[config.mk]
export PLATFORM = sky130hd
export DESIGN_NAME = rs232_rx_flat
export DESIGN_NICKNAME = d
export VERILOG_FILES = /design/src/rtl/uart_pkg.sv /design/src/rtl/rs232_rx_if.sv /design/src/rtl/sync_2ff.sv /design/src/rtl/rs232_rx.sv /design/src/flat_wrapper.sv
export SDC_FILE = /design/constraint.sdc
export NUM_CORES = 1
export LEC_CHECK = 0
export ABC_AREA = 1
export CAP_MARGIN = 30
export CORE_UTILIZATION = 45
export CTS_CLUSTER_SIZE = 14
export DETAILED_ROUTE_END_ITERATION = 10
export PLACE_DENSITY = 0.67
export SYNTH_ARGS = -nofsm -noshare
export SYNTH_HDL_FRONTEND = slang
export SYNTH_SLANG_ARGS = --single-unit
[constraint.sdc]
create_clock -name clk_i -period 4.18 [get_ports clk_i]
set_clock_uncertainty 0.2 [all_clocks]
set_input_delay 0.418 -clock clk_i [delete_from_list [all_inputs] [get_ports clk_i]]
set_output_delay 0.418 -clock clk_i [all_outputs]
set_load 0.02 [all_outputs]
[src/rtl/uart_pkg.sv]
// Shared UART definitions: receiver state encoding, frame width, baud default
// and parity-select values used by rs232_rx and its transmitter counterpart.
package uart_pkg;

  localparam int DATA_WIDTH   = 8;
  localparam int DEFAULT_BAUD = 867;

  localparam logic PSEL_EVEN = 1'b0;
  localparam logic PSEL_ODD  = 1'b1;

  typedef enum logic [2:0] {
    ST_IDLE   = 3'd0,
    ST_START  = 3'd1,
    ST_DATA   = 3'd2,
    ST_PARITY = 3'd3,
    ST_STOP   = 3'd4,
    ST_BREAK  = 3'd5
  } rx_state_t;

endpackage

[src/rtl/rs232_rx_if.sv]
// Receiver-side bundle: serial line and runtime configuration in, received
// byte, strobe and error flags out.
interface rs232_rx_if #(
  parameter int Width = 15
);
  import uart_pkg::*;

  logic                  rx_i;
  logic [Width-1:0]      baud_i;
  logic                  psel_i;
  logic [DATA_WIDTH-1:0] d_o;
  logic                  eor_o;
  logic                  perr_o;
  logic                  ferr_o;
  logic                  busy_o;

  modport slave (
    input  rx_i, baud_i, psel_i,
    output d_o, eor_o, perr_o, ferr_o, busy_o
  );

  modport master (
    output rx_i, baud_i, psel_i,
    input  d_o, eor_o, perr_o, ferr_o, busy_o
  );

endinterface

[src/rtl/sync_2ff.sv]
// Two-flop synchronizer for asynchronous single-bit inputs; both flops reset
// to RESET_VAL so an idle-high line does not look like an edge after reset.
module sync_2ff #(
  parameter logic RESET_VAL = 1'b1
) (
  input  logic clk_i,
  input  logic rst_i,
  input  logic d_i,
  output logic q_o
);

  logic meta;

  always_ff @(posedge clk_i) begin
    if (rst_i) begin
      meta <= RESET_VAL;
      q_o  <= RESET_VAL;
    end else begin
      meta <= d_i;
      q_o  <= meta;
    end
  end

endmodule

[src/rtl/rs232_rx.sv]
// Oversampling UART receiver, 8 data bits LSB first, one stop bit.
// Define RS232_RX_PARITY_EN for an 8E1/8O1 frame; otherwise 8N1 and perr_o stays 0.
module rs232_rx #(
  parameter int Width = 15
) (
  input logic       clk_i,
  input logic       rst_i,
  rs232_rx_if.slave bus
);
  import uart_pkg::*;

  rx_state_t             state;
  logic                  rx_s;
  logic [Width-1:0]      cnt;
  logic [Width-1:0]      half;
  logic [2:0]            bit_idx;
  logic [DATA_WIDTH-1:0] shreg;
`ifdef RS232_RX_PARITY_EN
  logic                  psel_q;
  logic                  perr_q;
`endif

  sync_2ff #(
    .RESET_VAL (1'b1)
  ) u_sync (
    .clk_i (clk_i),
    .rst_i (rst_i),
    .d_i   (bus.rx_i),
    .q_o   (rx_s)
  );

  assign half = bus.baud_i >> 1;

  // cnt restarts at every state entry and sample point, so each bit is
  // sampled baud_i+1 cycles after the previous one, starting mid start-bit.
  always_ff @(posedge clk_i) begin
    if (rst_i) begin
      state      <= ST_IDLE;
      cnt        <= '0;
      bit_idx    <= '0;
      shreg      <= '0;
      bus.d_o    <= '0;
      bus.eor_o  <= 1'b0;
      bus.perr_o <= 1'b0;
      bus.ferr_o <= 1'b0;
      bus.busy_o <= 1'b0;
`ifdef RS232_RX_PARITY_EN
      psel_q     <= 1'b0;
      perr_q     <= 1'b0;
`endif
    end else begin
      bus.eor_o <= 1'b0;
      cnt       <= cnt + 1'b1;
      case (state)
        ST_IDLE: begin
          cnt <= '0;
          if (!rx_s) begin
            state      <= ST_START;
            bus.busy_o <= 1'b1;
          end
        end
        ST_START: begin
          if (cnt == half) begin
            cnt <= '0;
            if (!rx_s) begin
              state   <= ST_DATA;
              bit_idx <= '0;
`ifdef RS232_RX_PARITY_EN
              psel_q  <= bus.psel_i;
`endif
            end else begin
              state      <= ST_IDLE;
              bus.busy_o <= 1'b0;
            end
          end
        end
        ST_DATA: begin
          if (cnt == bus.baud_i) begin
            cnt     <= '0;
            shreg   <= {rx_s, shreg[DATA_WIDTH-1:1]};
            bit_idx <= bit_idx + 3'd1;
            if (bit_idx == 3'(DATA_WIDTH - 1)) begin
`ifdef RS232_RX_PARITY_EN
              state <= ST_PARITY;
`else
              state <= ST_STOP;
`endif
            end
          end
        end
`ifdef RS232_RX_PARITY_EN
        ST_PARITY: begin
          if (cnt == bus.baud_i) begin
            cnt    <= '0;
            perr_q <= (^shreg) ^ rx_s ^ psel_q;
            state  <= ST_STOP;
          end
        end
`endif
        ST_STOP: begin
          // Returning to IDLE at mid-stop lets a back-to-back start edge be caught.
          if (cnt == bus.baud_i) begin
            cnt        <= '0;
            bus.d_o    <= shreg;
            bus.eor_o  <= 1'b1;
            bus.ferr_o <= ~rx_s;
`ifdef RS232_RX_PARITY_EN
            bus.perr_o <= perr_q;
`else
            bus.perr_o <= 1'b0;
`endif
            if (rx_s) begin
              state      <= ST_IDLE;
              bus.busy_o <= 1'b0;
            end else begin
              state <= ST_BREAK;
            end
          end
        end
        ST_BREAK: begin
          cnt <= '0;
          if (rx_s) begin
            state      <= ST_IDLE;
            bus.busy_o <= 1'b0;
          end
        end
        default: begin
          state      <= ST_IDLE;
          cnt        <= '0;
          bus.busy_o <= 1'b0;
        end
      endcase
    end
  end

endmodule

[src/flat_wrapper.sv]
// flat-port wrapper written by rule: the top's interface ports become plain ports
module rs232_rx_flat import uart_pkg::*;
#(
  parameter int Width = 15
)
  (clk_i, rst_i, bus_rx_i, bus_baud_i, bus_psel_i, bus_d_o, bus_eor_o, bus_perr_o, bus_ferr_o, bus_busy_o);
  rs232_rx_if #(.Width(Width)) bus_i ();
  input logic clk_i;
  input logic rst_i;
  input wire logic [$bits(bus_i.rx_i)-1:0] bus_rx_i;
  input wire logic [$bits(bus_i.baud_i)-1:0] bus_baud_i;
  input wire logic [$bits(bus_i.psel_i)-1:0] bus_psel_i;
  output wire logic [$bits(bus_i.d_o)-1:0] bus_d_o;
  output wire logic [$bits(bus_i.eor_o)-1:0] bus_eor_o;
  output wire logic [$bits(bus_i.perr_o)-1:0] bus_perr_o;
  output wire logic [$bits(bus_i.ferr_o)-1:0] bus_ferr_o;
  output wire logic [$bits(bus_i.busy_o)-1:0] bus_busy_o;
  assign bus_i.rx_i = bus_rx_i;
  assign bus_i.baud_i = bus_baud_i;
  assign bus_i.psel_i = bus_psel_i;
  assign bus_d_o = bus_i.d_o;
  assign bus_eor_o = bus_i.eor_o;
  assign bus_perr_o = bus_i.perr_o;
  assign bus_ferr_o = bus_i.ferr_o;
  assign bus_busy_o = bus_i.busy_o;
  rs232_rx #(.Width(Width)) u_core (.clk_i(clk_i), .rst_i(rst_i), .bus(bus_i));
endmodule
Word level (Yosys, flattened, before mapping). Index checks and enable logic that the tools add are counted.

$add $sub $neg: 2. Bitwise gates (word level): 3. Reduce and logical (&&, ||, !) cells: 9. Equal/unequal tests: 14. Mux-type cells: 22.

Operators with widths (number): 15-bit two-way mux (2); 3-bit two-way mux (10); 15-bit case mux with 2 select lines (1); 15-bit by 1-bit adder with 15-bit output, second input constant (1); 15-bit by 14-bit equality test with 1-bit output (1); 15-bit equality test (1); 3-bit case mux with 5 select lines (1); 3-bit equality test, second input constant (3); 2-bit by 1-bit != test with 1-bit output, second input constant (4); 4-bit AND reduction (2); 2-bit != test, second input constant (3); 3-bit case mux with 2 select lines (1); 6-bit AND reduction (1); 1-bit two-way mux (5); 1-bit case mux with 5 select lines (1); 2-bit AND reduction (2); 2-bit OR reduction (2); 3-bit by 1-bit adder with 3-bit output, second input constant (1); 3-bit by 1-bit equality test with 1-bit output, second input constant (1); 3-bit by 2-bit equality test with 1-bit output, second input constant (1); 3-bit logical NOT (1); 1-bit NOT (3); 2-bit two-way mux (1); 2-bit nonzero test (1).

Bits of input ports: 19. Register bits after elaboration: 42. Output and inout bits: 12.

Logic depth before layout (Yosys ltp). Gate-level depths: netlist of run 1.

Word-level depth: 4. Depth in mapped cells: 14. Mapped depth without buffers: 13.

By module. From an unflattened synthesis of run 1, not the netlist that was laid out.

Cells, all modules: 361. Area, all modules: 2397.3 um2.

By module, submodules not included: rs232_rx (instances 1, sequential area each 800.8 um2, area an instance 2338.5 um2, cells each 354); sync_2ff (instances 1, sequential area each 40.0 um2, area an instance 58.8 um2, cells each 7).

Least setup slack after synthesis of run 1. No wires, ideal clock.

Kind: register to register. Start point: register u_core.cnt[0]. End point: register u_core.cnt[14]. Required time: 3.864 ns. Arrival: 1.468 ns. Library setup time: 0.116 ns. Path buffers: 0. Path slack: 2.395 ns. Stages on the path, launching flop included: 11. Period minus slack after synthesis: 1.785 ns. Path through: dfxtp_1 > ha_1 > nand2_1 > nor2_1 > nand3_1 > nor2_1 > nand2_1 > nor2_2 > nand3_1 > xor2_1 > nor2_2.

Longest elaborated chain between the ends: 3. Elaborated cells between the ends (all ways): 6. Classes of those cells: add/sub: 1; eq/ne: 2; mux: 3.

RTL lines: start: declaration (RTL line rs232_rx.sv:14) `logic [Width-1:0] cnt;`; start signal: assignment (RTL line rs232_rx.sv:53) `cnt <= cnt + 1'b1;`; 15-bit by 1-bit adder with 15-bit output (tied with other cells) (RTL line rs232_rx.sv:53); 15-bit two-way mux (on tied branches) (RTL line rs232_rx.sv:78, rs232_rx.sv:102, rs232_rx.sv:63); 15-bit case mux with 2 select lines (*) (RTL line rs232_rx.sv:54) `case (state)`.

Mark *: on every way between the ends. The rest lies on a longest branch, timed or not. A chain may end at the register's enable or synchronous reset.

Final worst setup path of run 1.
Start point: input bus_baud_i[10]. End point: register u_core.shreg[1].

Longest elaborated chain between the ends: 2.

RTL lines: start: declaration (RTL line flat_wrapper.sv:11) `input wire logic [$bits(bus_i.baud_i)-1:0] bus_baud_i;`; 15-bit equality test (RTL line rs232_rx.sv:78) `if (cnt == bus.baud_i) begin`; 2-bit AND reduction (no source line); end signal: assignment (RTL line rs232_rx.sv:80) `shreg <= {rx_s, shreg[DATA_WIDTH-1:1]};`; end: declaration (RTL line rs232_rx.sv:17) `logic [DATA_WIDTH-1:0] shreg;`.

Every way passes these cells.

==> results.yml, run 1 <==
sta:
  fin_crit_ns: 2.13
  worstMarginPinSlew_ns: 0.554
  rsz0062_at_grt: "no"
  maxSlewHeadroom: 0.630
  setup_viol: 0
  fin_hold_ws_ns: 0.211
  timing.final.crit_share: 0.509
  timing.final.hold_violations: 0
  fmax_mhz: 470
  drv_slew: 0
  setup_tns_ns: 0
layout:
  diodes: 0
  layout_commonest_cell: "nand2_1"
  nFillCells: 506
  syn_to_final_growth_pct: 17.7
  layout_common_cells: "126 x nand2_1, 57 x nor2_1, 42 x dfxtp_1"
  nets: 422
  drive_gt1_frac: 0.102
cts:
  cts_resized: 0
  cts_max_level: 2
  holdBufCountCts: 0
  clkTransAtPathRegs_ns: 0.09
  cts-buffers-inserted: 5
  clock-root-buffer: "clkbuf_8"
  cts_tree: "done"
  insertion_delay_ns: 0.29
  cts_buffer_depth: 2
  post-cts-setup-buffers: 0
  cts.sinks: 42
routing:
  viasPerCell: 4.65
  drc: 0
  drtIter0Drc: 97
  vias: 2178
  routed_wirelength_mm: 4.89
  ant_nets: 0
  wl_per_cell_um: 10.4
  dr.pass1.iters: 4
grt:
  grt_pass1_wl_mm: 7.89
  grt_max_degree: 18
  gr-total-overflow: 0
  grt_pass1_vias: 1859
  antenna_found_initial: 0
  grtUsageTotal: 0.185
synth:
  ys_seq_elements: 42
  syn_area_per_cell_um2: 6.36
  synth_edf_count: 0
  synth_flop_cell: "dfxtp_1"
  yosysTopAreaCell: "dfxtp_1"
  synth_cell_types: 27
  ys_seq_area_frac: 0.357
  syn-num-nets: 392
  yosys-top-cells-area: "dfxtp_1 36%, nand2_1 20%, nor2_1 9.1%, inv_1 6.4%, nand3_1 4.3%"
  yosys_warnings: 0
  syn-cell-area_mm2: 0.00235
  synth_top_cell_area_share: 0.357
  synthCells: 370
  async_reset_ff_frac: 0
critical_path:
  crit_start: "bus_baud_i[10]"
  r2r-end: "u_core.cnt[14]"
  rrSetupSlack_ns: 2.16
  cp.required_ns: 4.15
  crit_end: "u_core.shreg[1]"
  reg2regPathDepth: 10
  crit_path_end_kind: "flop"
  rr_startpoint: "u_core.cnt[0]"
  start_kind: "primary input"
  worstSetupPathType: "primary input to flop"
  timing.critical_path.arrival_ns: 2.09
  cp_max_fo: 9
floorplan:
  die_x_um: 74.3
  die-area_mm2: 0.00552
  core_area_mm2: 0.00488
  fp-row-count: 25
  io_pins: 31
  die_h_um: 74.3
  start_util: 0.482
run_status:
  status: "completed"
place:
  hpwlAfterDp_mm: 3.61
  io_buffer_count: 28
  place.gp.congestion: 0.809
job:
  maxCapViolCount: 0
power:
  peakVddDrop_uv: 288
  cellLeakagePower_nw: 1.23
  power.density_mw_per_mm2: 410
min_path:
  min_path_type: "flop to flop"
  min_path_cells: 1
[cell families (layout without fill, tap and decap cells)]
logic type               count (synthesis)  count (layout)  synth area share
XOR/XNOR                                12              12            0.0447
AO/OA/AOI/OAI                           28              28            0.0617
buffers and inverters                   52              83            0.0925
flip-flops                              42              42             0.357
other                                    1               1           0.00159
adder cells (fa/ha/maj)                  3               3            0.0160
AND/OR/NAND/NOR                        232             232             0.426
[power by group]
part	leakage (nW)	internal, mW	switching [mW]	total, mW
clock network	0.0441	0.117	0.143	0.261
registers	0.340	0.431	0.0235	0.455
logic	0.847	0.149	0.269	0.418
total	1.23	0.698	0.436	1.13
[worst max-delay path, cell delays in order]
cell and delay (ns):
clkdlybuf4s50_1 0.51, inv_1 0.07, nand2_1 0.05, nand2_1 0.05, nor2_1 0.13, nand2_1 0.06
nor2_1 0.11, nand2_2 0.15, inv_2 0.17, nand2_1 0.19, nand2_1 0.11, a21oi_1 0.06
[flip-flops by register name, indices dropped and copies added, names as in the netlist]
| signal | cells |
|---|---|
| u_core.bit_idx | 3 |
| u_core.bus.busy_o | 1 |
| u_core.bus.d_o | 8 |
| u_core.bus.eor_o | 1 |
| u_core.bus.ferr_o | 1 |
| u_core.cnt | 15 |
| u_core.shreg | 8 |
| u_core.state | 3 |
| u_core.u_sync.meta | 1 |
| u_core.u_sync.q_o | 1 |
[routing by layer]
metal | up-vias | track usage | wire length (um)
li1 | 1181 | - | -
met1 | 956 | 0.233 | 2360
met2 | 36 | 0.322 | 2300
met3 | 5 | 0.0298 | 178
met4 | 0 | 0.0629 | 55
met5 | - | 0 | 0
[Yosys cell counts (2+ instances only)]
master / count
a21oi_1: 12
clkbuf_1: 3
dfxtp_1: 42
ha_1: 3
inv_1: 40
inv_2: 6
nand2_1: 126
nand2_2: 2
nand2_4: 3
nand3_1: 20
nor2_1: 57
nor2_2: 14
nor3_1: 3
o21ai_0: 14
or2_2: 3
xnor2_1: 3
xor2_1: 9
[cell type report]
cell class | count | area [um^2] | share of cell area
Tap cell | 67 | 83.8 | 0.0303
Inverter | 47 | 179 | 0.0646
Sequential cell | 42 | 841 | 0.304
Timing Repair Buffer | 28 | 280 | 0.101
Clock buffer | 5 | 68.8 | 0.0249
Multi-Input combinational cell | 276 | 1290 | 0.468
Clock inverter | 3 | 21.3 | 0.00768
[worst min path at each step]
| stage | endpoint | start | slack, ns |
|---|---|---|---|
| after floorplan | u_core.u_sync.q_o | u_core.u_sync.meta | 0.19 |
| after global placement | u_core.u_sync.q_o | u_core.u_sync.meta | 0.19 |
| after detailed placement | u_core.u_sync.q_o | u_core.u_sync.meta | 0.19 |
| after CTS | u_core.u_sync.q_o | u_core.u_sync.meta | 0.21 |
| after global routing | u_core.u_sync.q_o | u_core.u_sync.meta | 0.23 |
| final | u_core.u_sync.q_o | u_core.u_sync.meta | 0.21 |
[stage by stage]
| step | std cells | util | power [mW] | worst slack [ns] | instance area (um^2) |
|---|---|---|---|---|---|
| after floorplan | 370 | - | 0.806 | 2.40 | 2350 |
| after global placement | 460 | 0.549 | 0.874 | 1.73 | 2680 |
| after detailed placement | 460 | 0.549 | 0.881 | 1.72 | 2680 |
| after CTS | 468 | 0.567 | 1.15 | 2.03 | 2770 |
| after global routing | 468 | 0.567 | 1.22 | 1.87 | 2770 |
| final | 468 | 0.567 | 1.13 | 2.05 | 2770 |
No activity file was read; power rests on OpenSTA's default activity.
==> inputs of run 2 (changes only) <==
Clock period 4.18 ns to 2 ns, I/O delays scaled along.
==> run 2 against run 1 <==
  * Design area increased by 4.5%
  * Non-clock buffer count increased by 9
  * Largest power group is now combinational cells
  * Hold slack improved by 0.0050 ns
  * Highest routed layer unchanged
==> results.yml, run 2 (synthesis results as in run 1) <==
critical_path:
  cp.required_ns: 2.00
  rrSetupSlack_ns: 0.15
  rr_startpoint: "u_core.cnt[3]"
  start_kind: "flop"
  cp.buffers_inverters: 3
  r2r-end: "u_core.state[1]"
  worstSetupPathType: "flop to flop"
  path_cells: "inv_2 -> nand2_1 -> nand2_1 -> nor2_1 -> nand2_1 -> nor2_1 -> nand2_1 -> nand2_1 -> nand2_4 -> inv_4 -> buf_4 -> nand3_1 -> nand2_1 -> nor2_1"
  crit_path_end_kind: "flop"
  crit_slowest_cell: "dfxtp_2"
  reg2regPathDepth: 14
  crit_path_max_incr_delay_ns: 0.39
  worst_path_most_repeated_cell: "nand2_1"
  cp_max_fo: 5
  path_delay_family: "simple AND/OR/NAND/NOR gates"
  timing.critical_path.arrival_ns: 1.85
grt:
  grt_pass1_wl_mm: 7.99
  grtUsageTotal: 0.190
  grt_pass1_vias: 1898
  gr-total-overflow: 0
  grt_max_degree: 16
  antenna_found_initial: 0
cts:
  cts_max_level: 2
  insertion_delay_ns: 0.30
  cts.sinks: 42
  clkTransAtPathRegs_ns: 0.08
  holdBufCountCts: 0
  cts_buffer_depth: 2
  clock-root-buffer: "clkbuf_8"
  cts-buffers-inserted: 5
  cts_tree: "done"
sta:
  fin_hold_ws_ns: 0.216
  timing.final.crit_share: 0.926
  worstMarginPinSlew_ns: 0.540
  fin_ws_ns: 0.148
  fin_crit_ns: 1.85
  timing.final.hold_violations: 0
  rsz0062_at_grt: "no"
  fmax_mhz: 540
  drv_slew: 0
  maxSlewHeadroom: 0.638
  setup_viol: 0
place:
  hpwlAfterDp_mm: 3.73
  io_buffer_count: 28
  dp.cells: 469
  pre_cts_ws_ns: -0.183
  place.gp.congestion: 0.816
layout:
  nFillCells: 503
  largestRegisters: "u_core.cnt: 15 flops, u_core.bus.d_o: 8 flops, u_core.shreg: 8 flops"
  syn_to_final_growth_pct: 22.9
  layout_commonest_cell: "nand2_1"
  final_cells: 478
  layout_common_cells: "125 x nand2_1, 55 x nor2_1, 40 x inv_1"
  drive_gt1_frac: 0.161
  final_util: 0.593
  nets: 432
  seq_area_um2: 855
  multiInputGateArea_mm2: 0.00133
  regMostFlops: "u_core.cnt"
  diodes: 0
  largest_reg_flops: 15
routing:
  viasPerCell: 4.67
  drc: 0
  wl_per_cell_um: 10.7
  routed_wirelength_mm: 5.13
  vias: 2232
  ant_nets: 0
  dr.pass1.iters: 4
  drtIter0Drc: 123
job:
  maxCapViolCount: 0
power:
  power.density_mw_per_mm2: 866
  p_int_mw: 1.51
  power_switching_mw: 0.993
  switching_share: 0.396
  total_power_mw: 2.50
  p_seq_frac: 0.379
  cellLeakagePower_nw: 1.30
  clkPwrFrac: 0.227
  peakVddDrop_uv: 666
  comb_power_share: 0.395
min_path:
  hold_path_end: "u_core.u_sync.q_o"
  min_path_type: "flop to flop"
  min_path_cells: 1
  min_from: "u_core.u_sync.meta"
floorplan:
  die_x_um: 74.3
  start_util: 0.482
  die-area_mm2: 0.00552
  fp-row-count: 25
  die_h_um: 74.3
  io_pins: 31
  core_area_mm2: 0.00488
run_status:
  status: "completed"
run 2: worst max path at each step:
| stage | slack (ns) | cells past startpoint | start | endpoint |
|---|---|---|---|---|
| 3_5_place_dp | -0.18 | 14 | bus_baud_i[1] | u_core.cnt[1] |
| 2_1_floorplan | 0.22 | 10 | u_core.cnt[0] | u_core.cnt[14] |
| 5_1_grt | 0.002 | 14 | u_core.cnt[12] | u_core.state[0] |
| 3_3_place_gp | -0.14 | 14 | bus_baud_i[1] | u_core.cnt[0] |
| 4_1_cts | 0.002 | 10 | u_core.cnt[0] | u_core.cnt[14] |
| 6_report | 0.15 | 14 | u_core.cnt[3] | u_core.state[1] |
run 2: layout make-up:
| class | count | share of cell area |
|---|---|---|
| Tap cell | 67 | 0.0290 |
| Multi-Input combinational cell | 277 | 0.461 |
| Clock buffer | 5 | 0.0238 |
| Sequential cell | 42 | 0.295 |
| Inverter | 47 | 0.0619 |
| Timing Repair Buffer | 37 | 0.120 |
| Clock inverter | 3 | 0.00865 |
run 2: timing repair:
action                     4_1_cts  5_1_grt
setup buffers                    0        0
setup endpoints to repair        0       21
gates resized for setup          0       18
run 2: layer usage:
metal | track usage | wire (um) | share of wire
met4 | 0.0755 | 91 | 0.018
met5 | 0 | 0 | 0
met1 | 0.241 | 2460 | 0.48
met2 | 0.313 | 2400 | 0.47
met3 | 0.0420 | 179 | 0.035
run 2: per-stage QoR:
step           instance area, um^2  TNS (ns)
2_1_floorplan                 2350         0
3_3_place_gp                  2750     -3.23
3_5_place_dp                  2750     -4.39
4_1_cts                       2840         0
5_1_grt                       2890         0
6_report                      2890         0
run 2: power by group through the flow:
stage	clock, mW	combinational (mW)	sequential [mW]
CTS	0.589	0.919	0.947
floorplan	0	0.714	0.972
finish	0.568	0.989	0.948
global route	0.628	1.10	0.962
detailed placement	0	0.912	0.967
global placement	0	0.901	0.966
==> inputs of run 3 (changes only) <==
Settings changed: CORE_UTILIZATION 45 to 35, PLACE_DENSITY 0.67 to unset, SKIP_CTS_REPAIR_TIMING set to 1.
==> run 3 against run 2 <==
  * The run now ends with design-rule violations left
  * Global-route usage fell by 4.0 points
  * Clock power rose by 20%
  * Combinational power fell by 2.7%
  * Power rose by 3.4%
  * Routed wire length rose by 0.66%
  * First-iteration DRC count fell by 46%
  * Non-clock buffer count rose by 1
  * Sequential power barely moved
  * Largest power group unchanged
==> results.yml, run 3 (synthesis results as in run 1) <==
cts:
  cts_max_level: 2
  clkTransAtPathRegs_ns: 0.08
  cts_buffer_depth: 2
  cts.sinks: 42
  cts-buffers-inserted: 5
  insertion_delay_ns: 0.30
  clock-root-buffer: "clkbuf_8"
  cts_tree: "done"
critical_path:
  crit_slowest_cell: "dfxtp_2"
  start_kind: "flop"
  rr_startpoint: "u_core.cnt[0]"
  worstSetupPathType: "flop to flop"
  path_cells: "ha_1 -> nand2_1 -> nor2_2 -> nand3_1 -> nor2_1 -> nand2_1 -> nor2_2 -> nand3_1 -> xor2_1 -> nor2_2"
  reg2regPathDepth: 10
  worst_path_most_repeated_cell: "nor2_2"
  path_delay_family: "simple AND/OR/NAND/NOR gates"
  rrSetupSlack_ns: 0.11
  timing.critical_path.arrival_ns: 1.88
  crit_path_end_kind: "flop"
  cp_max_fo: 5
  cp.buffers_inverters: 0
  r2r-end: "u_core.cnt[14]"
  crit_path_max_incr_delay_ns: 0.37
  cp.required_ns: 1.99
layout:
  diodes: 0
  multiInputGateArea_mm2: 0.00132
  largest_reg_flops: 15
  drive_gt1_frac: 0.155
  largestRegisters: "u_core.cnt: 15 flops, u_core.bus.d_o: 8 flops, u_core.shreg: 8 flops"
  nets: 433
  regMostFlops: "u_core.cnt"
  seq_area_um2: 855
  design_area_mm2: 0.00292
  layout_common_cells: "126 x nand2_1, 55 x nor2_1, 40 x inv_1"
  layout_commonest_cell: "nand2_1"
  syn_to_final_growth_pct: 24.0
  nFillCells: 678
floorplan:
  die_h_um: 84
  fp-row-count: 29
  die_x_um: 84
  die-area_mm2: 0.00706
  core_area_mm2: 0.00642
  io_pins: 31
  start_util: 0.366
grt:
  grt_pass1_wl_mm: 8.52
  grt_pass1_vias: 1979
  grtUsageTotal: 0.150
  grt_max_degree: 16
  antenna_found_initial: 0
  gr-total-overflow: 0
power:
  power.density_mw_per_mm2: 888
  peakVddDrop_uv: 397
  cellLeakagePower_nw: 1.33
sta:
  fin_crit_ns: 1.89
  timing.final.crit_share: 0.943
  fmax_mhz: 530
  setup_viol: 0
  drv_slew: 0
  fin_ws_ns: 0.114
  rsz0062_at_grt: "yes"
  timing.final.hold_violations: 0
place:
  pre_cts_ws_ns: -0.202
  io_buffer_count: 28
  dpl_cell_area_mm2: 0.00277
  place.gp.congestion: 0.903
  hpwlAfterDp_mm: 3.86
routing:
  drc: 6
  routed_wirelength_mm: 5.16
  drtIter0Drc: 66
  ant_nets: 0
  vias: 2190
  viasPerCell: 4.48
  dr.pass1.iters: 8
  wl_per_cell_um: 10.6
job:
  maxCapViolCount: 0
min_path:
  min_path_type: "flop to flop"
  min_path_cells: 1
  min_from: "u_core.u_sync.meta"
  hold_path_end: "u_core.u_sync.q_o"
run_status:
  status: "finished with violations"
  failed_checks: "design-rule violations"
[run 3: power breakdown]
group	internal, mW	total [mW]	switching [mW]
clock network	0.374	0.679	0.305
logic	0.353	0.962	0.609
registers	0.902	0.950	0.0486
[run 3: how the worst max path moves through the flow]
| stage | slack (ns) | to | from | cells after the start |
|---|---|---|---|---|
| 6_report | 0.11 | u_core.cnt[14] | u_core.cnt[0] | 10 |
| 5_1_grt | -0.03 | u_core.cnt[14] | u_core.cnt[0] | 10 |
| 4_1_cts | 0.007 | u_core.cnt[14] | u_core.cnt[0] | 10 |
| 3_5_place_dp | -0.20 | u_core.cnt[4] | bus_baud_i[1] | 14 |
| 3_3_place_gp | -0.17 | u_core.cnt[0] | bus_baud_i[12] | 14 |
| 2_1_floorplan | 0.22 | u_core.cnt[14] | u_core.cnt[0] | 10 |
[run 3: per-layer routing]
layer / wire length, um / track usage / vias up
met5: 0 / 0 / -
met3: 176 / 0.0277 / 7
met1: 2590 / 0.198 / 947
met4: 76 / 0.0627 / 0
li1: - / - / 1208
met2: 2320 / 0.238 / 28
[run 3: final cells by class]
type | count | area share
multi-input cells | 277 | 0.452
inverters | 47 | 0.0613
repair buffers | 38 | 0.123
well taps | 77 | 0.0330
flip-flops and latches | 42 | 0.293
clock inverters | 3 | 0.0150
clock buffers | 5 | 0.0236
[run 3: metrics by stage]
stage	cells	TNS [ns]	power, mW	hold WS (ns)	util
floorplan	370	0	1.69	0.0733	-
global placement	480	-4.42	1.87	0.193	0.431
detailed placement	480	-5.16	1.89	0.197	0.431
CTS	488	0	2.57	0.216	0.448
global route	489	-0.0309	2.82	0.240	0.455
finish	489	0	2.59	0.214	0.455
